`src/rtl/mem_arbiter.sv`:
```
// mem_arbiter: round-robin arbiter and 4-beat burst sequencer for the shared
// four-word line memory, serving the instruction (I) and data (D) sides.
// Optional build macro MEM_STALL_EN adds a mem_stall input that freezes the
// current beat while asserted.
module mem_arbiter #(
  parameter int ADDR_W = 16
) (
  input  logic              clk,
  input  logic              rst,
  input  logic              req_i,
  input  logic [ADDR_W-1:0] addr_i,
  input  logic              req_d,
  input  logic              wr_d,
  input  logic [ADDR_W-1:0] addr_d,
`ifdef MEM_STALL_EN
  input  logic              mem_stall,
`endif
  output logic              gnt_i,
  output logic              gnt_d,
  output logic              mem_en,
  output logic              mem_wr,
  output logic [ADDR_W-1:0] mem_addr,
  output logic [1:0]        word_idx,
  output logic              done_i,
  output logic              done_d,
  output logic              busy
);

  typedef enum logic {
    IDLE,
    BURST
  } state_t;

  typedef enum logic [1:0] {
    OWN_NONE,
    OWN_I,
    OWN_D
  } owner_t;

  state_t              state, state_nxt;
  owner_t              owner, owner_nxt;
  logic                last_d, last_d_nxt;
  logic [1:0]          count, count_nxt;
  logic [ADDR_W-4:0]   base;
  logic                wr;
  logic                grant;
  logic                pick_d;
  logic                stall;

`ifdef MEM_STALL_EN
  assign stall = mem_stall;
`else
  assign stall = 1'b0;
`endif

  // Byte-offset bits are not part of the line base; collected here on purpose.
  logic unused_addr_bits;
  assign unused_addr_bits = ^{addr_i[2:0], addr_d[2:0]};

  // Control registers: FSM state, beat counter, current and previous owner.
  always_ff @(posedge clk) begin
    if (!rst) begin
      state  <= IDLE;
      owner  <= OWN_NONE;
      last_d <= 1'b0;
      count  <= 2'd0;
    end else begin
      state  <= state_nxt;
      owner  <= owner_nxt;
      last_d <= last_d_nxt;
      count  <= count_nxt;
    end
  end

  // Burst data: line base and write flag captured at grant, held for all beats.
  always_ff @(posedge clk) begin
    if (grant) begin
      base <= pick_d ? addr_d[ADDR_W-1:3] : addr_i[ADDR_W-1:3];
      wr   <= pick_d & wr_d;
    end
  end

  // Arbitration, beat sequencing and output decode.
  always_comb begin
    state_nxt  = state;
    owner_nxt  = owner;
    last_d_nxt = last_d;
    count_nxt  = count;
    grant      = 1'b0;
    pick_d     = 1'b0;
    gnt_i      = 1'b0;
    gnt_d      = 1'b0;
    mem_en     = 1'b0;
    mem_wr     = 1'b0;
    mem_addr   = '0;
    word_idx   = 2'd0;
    done_i     = 1'b0;
    done_d     = 1'b0;
    busy       = 1'b0;

    case (state)
      IDLE: begin
        // On a tie the side that did not own the previous burst wins.
        if (req_i && (!req_d || last_d)) begin
          grant  = 1'b1;
          pick_d = 1'b0;
        end else if (req_d) begin
          grant  = 1'b1;
          pick_d = 1'b1;
        end
        if (grant) begin
          state_nxt = BURST;
          owner_nxt = pick_d ? OWN_D : OWN_I;
          count_nxt = 2'd0;
        end
      end

      BURST: begin
        gnt_i    = (owner == OWN_I);
        gnt_d    = (owner == OWN_D);
        mem_en   = 1'b1;
        busy     = 1'b1;
        mem_wr   = wr;
        word_idx = count;
        mem_addr = {base, count, 1'b0};
        if (!stall) begin
          count_nxt = count + 2'd1;
          if (count == 2'd3) begin
            done_i     = (owner == OWN_I);
            done_d     = (owner == OWN_D);
            state_nxt  = IDLE;
            last_d_nxt = (owner == OWN_D);
            owner_nxt  = OWN_NONE;
          end
        end
      end

      default: begin
        state_nxt = IDLE;
        owner_nxt = OWN_NONE;
      end
    endcase
  end

endmodule

```
`config.mk`:
```
export PLATFORM = sky130hd
export DESIGN_NAME = mem_arbiter
export DESIGN_NICKNAME = d
export VERILOG_FILES = /design/src/rtl/mem_arbiter.sv
export SDC_FILE = /design/constraint.sdc
export NUM_CORES = 1
export LEC_CHECK = 0
export CELL_PAD_IN_SITES_DETAIL_PLACEMENT = 0
export CELL_PAD_IN_SITES_GLOBAL_PLACEMENT = 1
export CORE_MARGIN = 2
export CORE_UTILIZATION = 25
export DETAILED_ROUTE_END_ITERATION = 7
export PLACE_DENSITY_LB_ADDON = 0.1
export REMOVE_ABC_BUFFERS = 1
export SYNTH_ARGS = -nofsm -noshare
export SYNTH_HDL_FRONTEND = slang
export SYNTH_SLANG_ARGS = --single-unit
```
`constraint.sdc`:
```
create_clock -name clk -period 1.92 [get_ports clk]
set_clock_uncertainty 0.1 [all_clocks]
set_input_delay 0.384 -clock clk [delete_from_list [all_inputs] [get_ports clk]]
set_output_delay 0.384 -clock clk [all_outputs]
set_load 0.02 [all_outputs]
```
# ---- After elaboration in Yosys (flattened, before gate mapping)
# Cells that the tools add are included.
dict set report totals {
  reg_bits 20
  input_bits 37
  elab_cells 46
}
dict set report op_classes {
  addsub 1
  n_eq_ne 5
  muxes 27
  bitwise 2
  n_reduce_logical 5
}
# op count
set ops {}
lappend ops {{two-way mux 1 bit} 17}
lappend ops {{two-way mux 16 bit} 1}
lappend ops {{two-way mux 13 bit} 1}
lappend ops {{two-way mux 2 bit} 5}
lappend ops {{one-hot mux 2 bit (2 select lines)} 2}
lappend ops {{equality test 2 bit (second input constant)} 2}
lappend ops {{AND reduction 2 bit} 2}
lappend ops {{adder 2 x 1 -> 2 bit (second input constant)} 1}
lappend ops {{equality test 2 x 1 -> 1 bit (second input constant)} 1}
lappend ops {{!= test 2 x 1 -> 1 bit (second input constant)} 1}
lappend ops {{!= test 2 bit (second input constant)} 1}
lappend ops {{one-hot mux 1 bit (2 select lines)} 1}
lappend ops {{bitwise AND 1 bit} 1}
lappend ops {{logical AND 1 bit} 1}
lappend ops {{logical NOT 1 bit} 1}
lappend ops {{logical OR 1 bit} 1}
lappend ops {{inverter 1 bit} 1}

# ---- Longest topological paths before layout
dict set report depth {
  word_depth 8
  depth_mapped 5
  ltp_nobuf 4
}

# ---- Worst setup path before layout
# Ideal clock, no wire load.
dict set report synth_timing {
  kind {reg-to-output}
  start {reg state}
  end {out word_idx[1]}
  arrival_time_ns 1.268
  required_time_ns 1.436
  path_slack_ns 0.168
  stages_incl_launch_ff 5
  cell_sequence {dfxtp_1 > buf_6 > clkbuf_1 > and2_1 > buf_4}
}
dict set report synth_via {
  elab_chain_len 1
}
# item line_no
set synth_lines {}
lappend synth_lines {{from (decl)} 40} ;# state_t state, state_nxt;
lappend synth_lines {{from (signal assigned)} 68} ;# state <= state_nxt;
lappend synth_lines {{two-way mux 2 bit} 101} ;# case (state)
lappend synth_lines {{to (decl)} 23} ;# output logic [1:0] word_idx,
# Every way passes these cells.

# ---- Final worst setup path
dict set report layout_timing {
  start {reg count[0]}
  end {out done_d}
}
dict set report layout_via {
  elab_chain_len 3
}
# item line_no
set layout_lines {}
lappend layout_lines {{from (decl)} 43} ;# logic [1:0] count, count_nxt;
lappend layout_lines {{from (signal assigned)} 71} ;# count <= count_nxt;
lappend layout_lines {{equality test 2 bit} 128} ;# if (count == 2'd3) begin
lappend layout_lines {{two-way mux 1 bit} 128}
lappend layout_lines {{two-way mux 1 bit} 101}
lappend layout_lines {{to (decl)} 25} ;# output logic done_d,
# Every way passes these cells.

==> flow_results.xml <==
<?xml version="1.0" encoding="UTF-8"?>
<metrics>
  <group name="outcome">
    <metric name="status" unit="">completed</metric>
  </group>
  <group name="setup_path">
    <metric name="worst_ep_arrival_time" unit="ps">1330</metric>
    <metric name="worstSetupStartpointType" unit="">register</metric>
    <metric name="worst_path_dominant_cell_family" unit="">flip-flops</metric>
    <metric name="timing.critical_path.cells" unit="">ha_1, and4b_1, clkdlybuf4s15_1</metric>
    <metric name="crit_cells" unit="">3</metric>
    <metric name="timing.critical_path.slowest_cell_delay" unit="ps">340</metric>
    <metric name="sum_of_buffers_and_inverters_on_the_critical_path" unit="">1</metric>
    <metric name="critical_path.endpoint_type" unit="">output port</metric>
    <metric name="cpMaxStageDelayCell" unit="">dfxtp_1</metric>
    <metric name="required" unit="ps">1440</metric>
    <metric name="ff2ff_path_depth" unit="">4</metric>
    <metric name="critPathKind" unit="">register to output port</metric>
    <metric name="timing.critical_path.fanout_max" unit="">2</metric>
  </group>
  <group name="placement">
    <metric name="place.port_buffers" unit="">54</metric>
    <metric name="pre_cts_ws" unit="ps">-40.2</metric>
    <metric name="routabilityCongestion" unit="">0.615</metric>
    <metric name="detailed_place_hpwl" unit="mm">1.68</metric>
  </group>
  <group name="clock_tree">
    <metric name="cts_tree" unit="">built</metric>
    <metric name="cts_max_path_buffers" unit="">2</metric>
    <metric name="cts_htree_levels" unit="">1</metric>
    <metric name="cts.hold.buffers_added" unit="">0</metric>
    <metric name="path_clk_slew" unit="ps">70</metric>
    <metric name="clkLatencyLatePin" unit="ps">250</metric>
    <metric name="clock_sinks" unit="">20</metric>
    <metric name="clock_tree.root_cell" unit="">clkbuf_8</metric>
    <metric name="cts_inserted_buffers" unit="">3</metric>
  </group>
  <group name="detailed_routing">
    <metric name="firstDrtPassIters" unit="">4</metric>
    <metric name="vias_per_cell" unit="">4.21</metric>
    <metric name="initialDrtViolationCount" unit="">17</metric>
    <metric name="postRouteWirelength" unit="mm">2.28</metric>
    <metric name="via_count" unit="">821</metric>
    <metric name="detail-route-antenna-nets" unit="">0</metric>
    <metric name="drc" unit="">0</metric>
    <metric name="routed_wire_length_per_instance" unit="um">11.7</metric>
  </group>
  <group name="cells_and_area">
    <metric name="finish.utilization" unit="%">42.1</metric>
    <metric name="drive_above_1_share" unit="%">20.7</metric>
    <metric name="multi_input_logic_area" unit="um2">464</metric>
    <metric name="final_net_count" unit="">184</metric>
    <metric name="regArea" unit="um2">542</metric>
    <metric name="syn_to_final_growth" unit="%">59.0</metric>
    <metric name="mostFrequentLayoutCell" unit="">clkdlybuf4s50_1</metric>
    <metric name="mostFrequentLayoutCells" unit="">clkdlybuf4s50_1 (30), dlygate4sd2_1 (22), and2_1 (16), edfxtp_1 (14)</metric>
    <metric name="ant_cells" unit="">0</metric>
    <metric name="fillers" unit="">419</metric>
  </group>
  <group name="power">
    <metric name="vdd.ir_drop.worst" unit="mV">0.353</metric>
    <metric name="internal_power" unit="W">0.000829</metric>
    <metric name="power_density" unit="nW/um2">625</metric>
    <metric name="fin_total_pwr" unit="W">0.00108</metric>
    <metric name="combinationalPowerShare" unit="%">23.4</metric>
    <metric name="power.leakage" unit="nW">0.780</metric>
    <metric name="netSwitchingFraction" unit="%">22.9</metric>
    <metric name="switching_power" unit="W">0.000246</metric>
    <metric name="p_seq_share" unit="%">47.4</metric>
    <metric name="clockPowerShare" unit="%">29.2</metric>
  </group>
  <group name="global_routing">
    <metric name="grt_use_total" unit="%">9.92</metric>
    <metric name="grt_antenna_before_repair" unit="">0</metric>
    <metric name="grt_first_pass_wirelength" unit="mm">3.87</metric>
    <metric name="globalRouteOverflowTotal" unit="">0</metric>
    <metric name="grt_start_max_net_pins" unit="">18</metric>
    <metric name="grt_pass1_vias" unit="">841</metric>
  </group>
  <group name="logic_synthesis">
    <metric name="yosys_warnings" unit="">0</metric>
    <metric name="post_synthesis_instance_area" unit="um2">1080</metric>
    <metric name="total_of_flip_flops_plus_latches_after_synthesis" unit="">20</metric>
    <metric name="synth_cell_types" unit="">30</metric>
    <metric name="synth.avg_cell_area" unit="um2">12.6</metric>
    <metric name="synthCells" unit="">86</metric>
    <metric name="synth-seq-area-share" unit="%">50.0</metric>
  </group>
  <group name="die">
    <metric name="initial_utilization" unit="%">26.5</metric>
    <metric name="core_area" unit="um2">4090</metric>
    <metric name="dieWidth" unit="um">69.8</metric>
    <metric name="dieArea" unit="um2">4870</metric>
    <metric name="placement_rows" unit="">23</metric>
    <metric name="design.portCount" unit="">62</metric>
    <metric name="die_h" unit="um">69.8</metric>
  </group>
  <group name="sta">
    <metric name="minimum_clock_period" unit="ps">1810</metric>
    <metric name="hold_ws" unit="ps">412</metric>
    <metric name="final-setup-viol-count" unit="">0</metric>
    <metric name="timing.final.max_slew_violations" unit="">0</metric>
    <metric name="layout_worst_path_cycle_share" unit="%">94.4</metric>
    <metric name="finalHoldViolCount" unit="">0</metric>
    <metric name="setup_repair_after_global_routing_missed_its_margin" unit="">false</metric>
    <metric name="fin_tns_setup" unit="ps">0</metric>
    <metric name="final_critical_path_setup_slack" unit="ps">108</metric>
    <metric name="clock.fmax" unit="GHz">0.552</metric>
  </group>
  <group name="min_path">
    <metric name="hold_path.class" unit="">register to register</metric>
    <metric name="min_path_cells" unit="">2</metric>
  </group>
  <group name="job">
    <metric name="max_cap_viol_count" unit="">0</metric>
  </group>
</metrics>
cells by family (layout without fill, tap and decap cells):
kind of cell,Yosys count,after routing,share of synthesized area [%]
adder cells (fa/ha/maj),1,1,1.16
XOR/XNOR,1,1,0.810
flip-flops,20,20,50.0
multiplexers,13,13,16.3
other,1,1,0.347
buffers and inverters,10,69,7.06
AND/OR/NAND/NOR,35,35,20.3
AO/OA/AOI/OAI,5,5,4.05
routing by layer:
layer  vias to the layer above  GRT usage (%)  part of all wire (%)
met2                        33           17.6                    51
met5                         -              0                     0
met3                         2           4.22                   8.1
li1                        411              -                     -
met1                       375           10.9                    41
met4                         0           2.56                  0.62
worst paths after layout:
kind                                             from                    end  slack, ps
worst min register to register  owner[0]$_SDFFE_PN0P_  owner[0]$_SDFFE_PN0P_        410
worst max-delay path            count[0]$_SDFFE_PN0P_                 done_d        110
worst min-delay path            owner[0]$_SDFFE_PN0P_  owner[0]$_SDFFE_PN0P_        410
worst max register to register       state$_SDFF_PN0_      base[3]$_DFFE_PP_        310
power by group through the flow:
| stage | logic, W | registers, W | clock network, W |
|---|---|---|---|
| 2_1_floorplan | 0.000115 | 0.000525 | 0 |
| 3_3_place_gp | 0.000274 | 0.000518 | 0 |
| 3_5_place_dp | 0.000276 | 0.000520 | 0 |
| 4_1_cts | 0.000258 | 0.000510 | 0.000339 |
| 5_1_grt | 0.000273 | 0.000514 | 0.000350 |
| 6_report | 0.000251 | 0.000510 | 0.000314 |
sequential cells by signal (all words and copies together) (netlist names):
register / flops
base: 13
count: 2
owner: 2
last_d: 1
state: 1
wr: 1
synthesized netlist by cell type:
master / number / area (um2)
and2_1: 16 / 100
edfxtp_1: 14 / 420
mux2_4: 8 / 120
dfxtp_1: 6 / 120
mux2_2: 5 / 56.3
buf_4: 4 / 30.0
nand2_1: 4 / 15.0
nor2_1: 4 / 15.0
and3b_1: 2 / 17.5
clkbuf_1: 2 / 7.51
inv_1: 2 / 7.51
a21boi_0: 1 / 7.51
a21o_4: 1 / 15.0
a21oi_1: 1 / 5.00
and4b_1: 1 / 10.0
buf_12: 1 / 20.0
buf_6: 1 / 11.3
conb_1: 1 / 3.75
ha_1: 1 / 12.5
nand2b_1: 1 / 6.26
nand2b_4: 1 / 13.8
nand3_1: 1 / 5.00
nand3b_1: 1 / 7.51
nand4_1: 1 / 6.26
nand4b_1: 1 / 8.76
nor2b_1: 1 / 6.26
nor3b_1: 1 / 7.51
o22ai_1: 1 / 6.26
o311a_1: 1 / 10.0
xor2_1: 1 / 8.76
what timing repair did:
item,4_1_cts,5_1_grt
setup endpoints to repair,24,3
gates resized for setup,24,5
setup buffers,0,0
area by class of cell:
type	instances	area share, %
Timing Repair Buffer	63	34.2
Sequential cell	20	31.5
Multi-Input combinational cell	56	27.0
Tap cell	50	3.64
Inverter	2	0.437
Clock buffer	4	3.20
metrics by stage:
stage	std cells	cell area, um2
after detailed placement	191	1700
after floorplan	78	1010
after global routing	195	1720
after CTS	195	1720
final	195	1720
after global placement	191	1700
worst reg2reg max path, stage by stage (launching register included):
cell and delay [ps]:
dfxtp_2 380, buf_12 140, nand2b_4 130, a21o_4 240, mux2_2 370
Note: power is estimated with default switching activity, not from simulation.
